<file path="config.mk">
export PLATFORM = sky130hd
export DESIGN_NAME = intf_rr_arbiter
export DESIGN_NICKNAME = d
export VERILOG_FILES = /design/src/rtl/intf_arb_pkg.sv /design/src/rtl/intf_rr_arbiter_rr_pick.sv /design/src/rtl/intf_rr_arbiter.sv
export SDC_FILE = /design/constraint.sdc
export NUM_CORES = 1
export LEC_CHECK = 0
export BUFFER_PORTS_ARGS = -buffer_cell sky130_fd_sc_hd__buf_4
export CAP_MARGIN = 5
export CORE_MARGIN = 1
export CORE_UTILIZATION = 48
export DETAILED_ROUTE_END_ITERATION = 16
export GPL_TIMING_DRIVEN = 0
export PLACE_DENSITY = 0.9
export SKIP_LAST_GASP = 1
export SYNTH_ARGS = -nofsm -noshare
export SYNTH_HDL_FRONTEND = slang
export SYNTH_HIERARCHICAL = 1
export SYNTH_SLANG_ARGS = --single-unit
export TNS_END_PERCENT = 10
</file>
<file path="constraint.sdc">
create_clock -name clk -period 2.1 [get_ports clk]
set_clock_uncertainty 0.15 [all_clocks]
set_input_delay 0.315 -clock clk [delete_from_list [all_inputs] [get_ports clk]]
set_output_delay 0.315 -clock clk [all_outputs]
set_load 0.1 [all_outputs]
</file>
<file path="src/rtl/intf_arb_pkg.sv">
// Shared types and helpers for the round-robin interface arbiter.
package intf_arb_pkg;

  typedef enum logic {
    ARB_IDLE  = 1'b0,
    ARB_GRANT = 1'b1
  } arb_state_e;

  // Index width for n requesters; never narrower than one bit.
  function automatic int src_w(input int n);
    return (n <= 1) ? 1 : $clog2(n);
  endfunction

endpackage

</file>
<file path="src/rtl/intf_rr_arbiter_rr_pick.sv">
// Combinational round-robin picker: first set bit of vec at or after ptr, wrapping.
module rr_pick
  import intf_arb_pkg::*;
#(
  parameter int NREQ = 4
) (
  input  logic [NREQ-1:0]         vec,
  input  logic [src_w(NREQ)-1:0]  ptr,
  output logic [src_w(NREQ)-1:0]  idx,
  output logic                    found
);

  localparam int SW = src_w(NREQ);

  logic [NREQ-1:0] rot;
  int              sel;

  // Rotate so ptr lands at bit 0, priority-encode, then map back.
  always_comb begin
    rot   = '0;
    found = 1'b0;
    sel   = 0;
    for (int i = 0; i < NREQ; i++) begin
      rot[i] = vec[SW'((i + int'(ptr)) % NREQ)];
    end
    for (int i = NREQ - 1; i >= 0; i--) begin
      if (rot[i]) begin
        found = 1'b1;
        sel   = i;
      end
    end
    idx = SW'((sel + int'(ptr)) % NREQ);
  end

endmodule

</file>
<file path="src/rtl/intf_rr_arbiter.sv">
// Round-robin arbiter sharing one registered interface output stage between
// NREQ requesters, with the grant locked for a burst (bounded by MAX_BURST).
module intf_rr_arbiter
  import intf_arb_pkg::*;
#(
  parameter int NREQ      = 4,
  parameter int WIDTH     = 8,
  parameter int MAX_BURST = 8
) (
  input  logic                    clk,
  input  logic                    rst,
  input  logic [NREQ-1:0]         req_valid,
  input  logic [NREQ*WIDTH-1:0]   req_data,
  input  logic [NREQ-1:0]         req_last,
  output logic [NREQ-1:0]         req_ready,
  output logic                    out_valid,
  output logic [WIDTH-1:0]        out_data,
  output logic [src_w(NREQ)-1:0]  out_src,
  input  logic                    out_ready,
  output logic                    busy
);

  localparam int SW = src_w(NREQ);
  localparam int CW = $clog2(MAX_BURST + 1);

  arb_state_e        state_q, state_d;
  logic [SW-1:0]     grant_q, grant_d;
  logic [SW-1:0]     rr_ptr_q, rr_ptr_d;
  logic [CW-1:0]     beat_cnt_q, beat_cnt_d;
  logic              out_valid_q, out_valid_d;
  logic [WIDTH-1:0]  out_data_q, out_data_d;
  logic [SW-1:0]     out_src_q, out_src_d;

  logic [WIDTH-1:0]  beat [NREQ];
  logic [SW-1:0]     pick_idx;
  logic              pick_found;
  logic              slot_free;
  logic              accept;
  logic              burst_end;
  logic [SW-1:0]     ptr_after_grant;

  for (genvar g = 0; g < NREQ; g++) begin : g_beat
    assign beat[g] = req_data[g*WIDTH +: WIDTH];
  end

  rr_pick #(.NREQ(NREQ)) u_pick (
    .vec   (req_valid),
    .ptr   (rr_ptr_q),
    .idx   (pick_idx),
    .found (pick_found)
  );

  // Ready depends only on registered state and out_ready, never on req_valid.
  assign slot_free = !out_valid_q || out_ready;
  assign accept    = (state_q == ARB_GRANT) && slot_free && req_valid[grant_q];
  assign burst_end = req_last[grant_q] || (beat_cnt_q == CW'(MAX_BURST - 1));
  assign ptr_after_grant = (grant_q == SW'(NREQ - 1)) ? '0 : grant_q + 1'b1;

  always_comb begin
    req_ready = '0;
    if (state_q == ARB_GRANT && slot_free) begin
      req_ready[grant_q] = 1'b1;
    end
  end

  always_comb begin
    state_d     = state_q;
    grant_d     = grant_q;
    rr_ptr_d    = rr_ptr_q;
    beat_cnt_d  = beat_cnt_q;
    out_valid_d = out_valid_q;
    out_data_d  = out_data_q;
    out_src_d   = out_src_q;

    if (accept) begin
      out_valid_d = 1'b1;
      out_data_d  = beat[grant_q];
      out_src_d   = grant_q;
    end else if (out_valid_q && out_ready) begin
      out_valid_d = 1'b0;
    end

    case (state_q)
      ARB_IDLE: begin
        if (pick_found) begin
          grant_d = pick_idx;
          state_d = ARB_GRANT;
        end
      end
      ARB_GRANT: begin
        if (accept) begin
          if (burst_end) begin
            rr_ptr_d   = ptr_after_grant;
            beat_cnt_d = '0;
            state_d    = ARB_IDLE;
          end else begin
            beat_cnt_d = beat_cnt_q + 1'b1;
          end
        end
      end
      default: state_d = ARB_IDLE;
    endcase
  end

  always_ff @(posedge clk or posedge rst) begin
    if (rst) begin
      state_q     <= ARB_IDLE;
      grant_q     <= '0;
      rr_ptr_q    <= '0;
      beat_cnt_q  <= '0;
      out_valid_q <= 1'b0;
      out_data_q  <= '0;
      out_src_q   <= '0;
    end else begin
      state_q     <= state_d;
      grant_q     <= grant_d;
      rr_ptr_q    <= rr_ptr_d;
      beat_cnt_q  <= beat_cnt_d;
      out_valid_q <= out_valid_d;
      out_data_q  <= out_data_d;
      out_src_q   <= out_src_d;
    end
  end

  assign out_valid = out_valid_q;
  assign out_data  = out_data_q;
  assign out_src   = out_src_q;
  assign busy      = (state_q == ARB_GRANT);

endmodule

</file>
==> flow_summary.toml <==
[status]
outcome = "finished, violations left"
violations = "negative hold slack"

[synth]
synthCells = 114
yosysWarnings = 6
ys_async_sr_fraction = 1.00
avgSynthCellArea_um2 = 12.4
ys_seq_area_frac = 0.355
synth_area_um2 = 1410
synth_cell_type_count = 40
synth-seq-cells = 20
ys.flop_type = "dfrtp_1"
synth_edf_count = 0
synthesis.nets = 163

[timing]
relSlewSlack = 0.489
rsz0062_at_grt = "true"
setup_viol = 0
hold-worst-slack_ps = -23.1
tightest_slew_ps = 766
period_share = 0.995
slew_viol_final = 0
finalHoldViolCount = 20
fmax_ghz = 0.479
period_needed_ps = 2090

[final_layout]
nets = 231
diodes = 0
instances_no_fill = 212
n_fill_cell = 164
drive_gt1_frac = 0.602
regArea_um2 = 503
multi_input_area_um2 = 867
area_growth_pct = 44.8

[critical_path]
slowest_stage = "dfrtp_1"
crit_family = "buffers and inverters"
crit_arrival_ps = 1620
slowest_delay_ps = 430
path_max_fanout = 10
worstSetupStartpointType = "flop"
critPathKind = "reg2out"
worst-path-buf-inv = 3
r2r_slack_ps = 60
critPathCaptureType = "output port"
cp.required_ps = 1630
crit_chain = "buf_4 > inv_1 > ha_1 > and3_4 > buf_8"

[grt]
grt_pass1_wl_um = 5780
grt_max_degree = 21
grt_overflow = 0
antenna_found_initial = 0
grt_use_total = 0.238
grt_pass1_vias = 1227

[place]
dp.cells = 203
place.gp.congestion = 0.770
hpwlAfterDp_um = 2730
port-buffer-count = 58

[floorplan]
io_pins = 59
die_y_um = 56.2
fp.coreArea_um2 = 2780
rows = 19
die-area_um2 = 3160
die_x_um = 56.2
initial_core_util = 0.507

[drt]
antenna_left = 0
routedWlPerCell_um = 17.5
avgViaCountPerCell = 5.94
routed-via-count = 1260
wirelength_um = 3720
dr.pass1.iters = 5
drt_iter0_markers = 52
drc = 0

[job]
drv_cap = 0

[clocking]
cts_made_buffers = 3
cts.reportedPaths.clkPinSlew_ps = 120
clockRootBuffer = "clkbuf_4"
hold_buffers = 0
clk_latency_ps = 310
cts_tree = "done"
clock_sinks = 20
h-tree-depth = 1
cts.path.max_buffers = 2

[worst_hold_path]
hold_path_class = "in2async"
[logic make-up (layout without fill, tap and decap cells)]
family,after synthesis,after routing,synth area share
flip-flops,20,20,0.355
adder cells (fa/ha/maj),6,6,0.0532
AO/OA/AOI/OAI,20,20,0.112
buffers and inverters,11,78,0.0488
XOR/XNOR,2,2,0.0124
multiplexers,23,23,0.284
AND/OR/NAND/NOR,32,32,0.136
[worst register-to-register path, cell delays in order (launching register included)]
cell and delay (ps):
dfrtp_1 400, buf_6 150, mux4_2 570, o2111ai_2 300, mux2_2 370
[path summary, 6_finish.rpt]
check	endpoint	cells past startpoint	startpoint
setup reg to reg	rr_ptr_q[0]	4	grant_q[0]
setup / recovery	req_ready[1]	5	grant_q[1]
hold reg to reg	rr_ptr_q[1]	1	rr_ptr_q[1]
hold / removal	out_data[4]	2	rst
min in group clk	busy	4	req_valid[1]
max in group asynchronous	out_valid	2	rst
[placed cells by master (no fill, tap or decap), types with 2 or more instances in the layout]
| cell | instances |
|---|---|
| clkbuf_4 | 4 |
| nor2b_1 | 3 |
| nor2_1 | 5 |
| and3_4 | 4 |
| nand4_1 | 3 |
| mux4_2 | 9 |
| dfrtp_1 | 18 |
| dfrtp_2 | 2 |
| o21a_1 | 2 |
| buf_12 | 3 |
| o2bb2ai_1 | 4 |
| buf_4 | 60 |
| ha_1 | 5 |
| mux2_4 | 7 |
| inv_1 | 3 |
| o2111ai_1 | 2 |
| xnor2_1 | 2 |
| o21ai_0 | 2 |
| buf_8 | 2 |
| buf_6 | 2 |
| mux2_2 | 5 |
| nand2_1 | 7 |
| a21oi_1 | 2 |
[what timing repair did]
| item | in CTS | in global routing |
|---|---|---|
| endpoints found under the setup margin | 4 | 6 |
| endpoints found under the hold margin | 0 | 0 |
| buffers inserted | 1 | 4 |
| gates cloned | 0 | 0 |
| resized for setup | 16 | 4 |
[registers in the layout, indices dropped and copies added, names as in the netlist]
name and flops:
grant_q 2, out_valid 1, busy 1, out_src 2, rr_ptr_q 2, out_data 8
beat_cnt_q 4
[cell usage after synthesis (2+ instances only)]
master / count / area, µm²
dfrtp_1: 20 / 500
mux4_2: 9 / 203
mux2_4: 7 / 105
nand2_1: 7 / 26.3
ha_1: 6 / 75.1
and3_1: 5 / 31.3
mux2_2: 5 / 56.3
nor2_1: 5 / 18.8
inv_1: 4 / 15.0
o2bb2ai_1: 4 / 35.0
buf_2: 3 / 15.0
nand4_1: 3 / 18.8
nor2b_1: 3 / 18.8
a21oi_1: 2 / 10.0
clkbuf_1: 2 / 7.51
o2111ai_1: 2 / 17.5
o21a_1: 2 / 15.0
o21ai_0: 2 / 10.0
xnor2_1: 2 / 17.5
[final cells by class]
class	count	area share
Buffer	7	0.0349
Clock buffer	4	0.0178
Inverter	4	0.00857
Multi-Input combinational cell	83	0.424
Sequential cell	20	0.246
Tap cell	31	0.0190
Timing Repair Buffer	63	0.249
[metrics by stage]
step	utilization	setup TNS [ps]	instance area [µm²]	setup slack, ps	hold WS, ps
6_report	0.735	0	2040	11.1	-23.1
3_5_place_dp	0.686	0	1910	28.1	340
5_1_grt	0.735	-135	2040	-45.5	53.3
3_3_place_gp	0.686	0	1910	81.0	336
2_1_floorplan	-	0	1430	54.0	129
4_1_cts	0.721	-13.8	2010	-6.93	13.2
[layer usage]
layer | global-route usage | up-vias | wire length, µm
li1 | - | 572 | -
met1 | 0.285 | 627 | 1440
met2 | 0.429 | 53 | 2020
met3 | 0.0581 | 8 | 192
met4 | 0.0592 | 0 | 68
met5 | 0 | - | 0
Power is not shown: default switching activity piles up to over one toggle a cycle in this logic, so the estimate is an artifact.
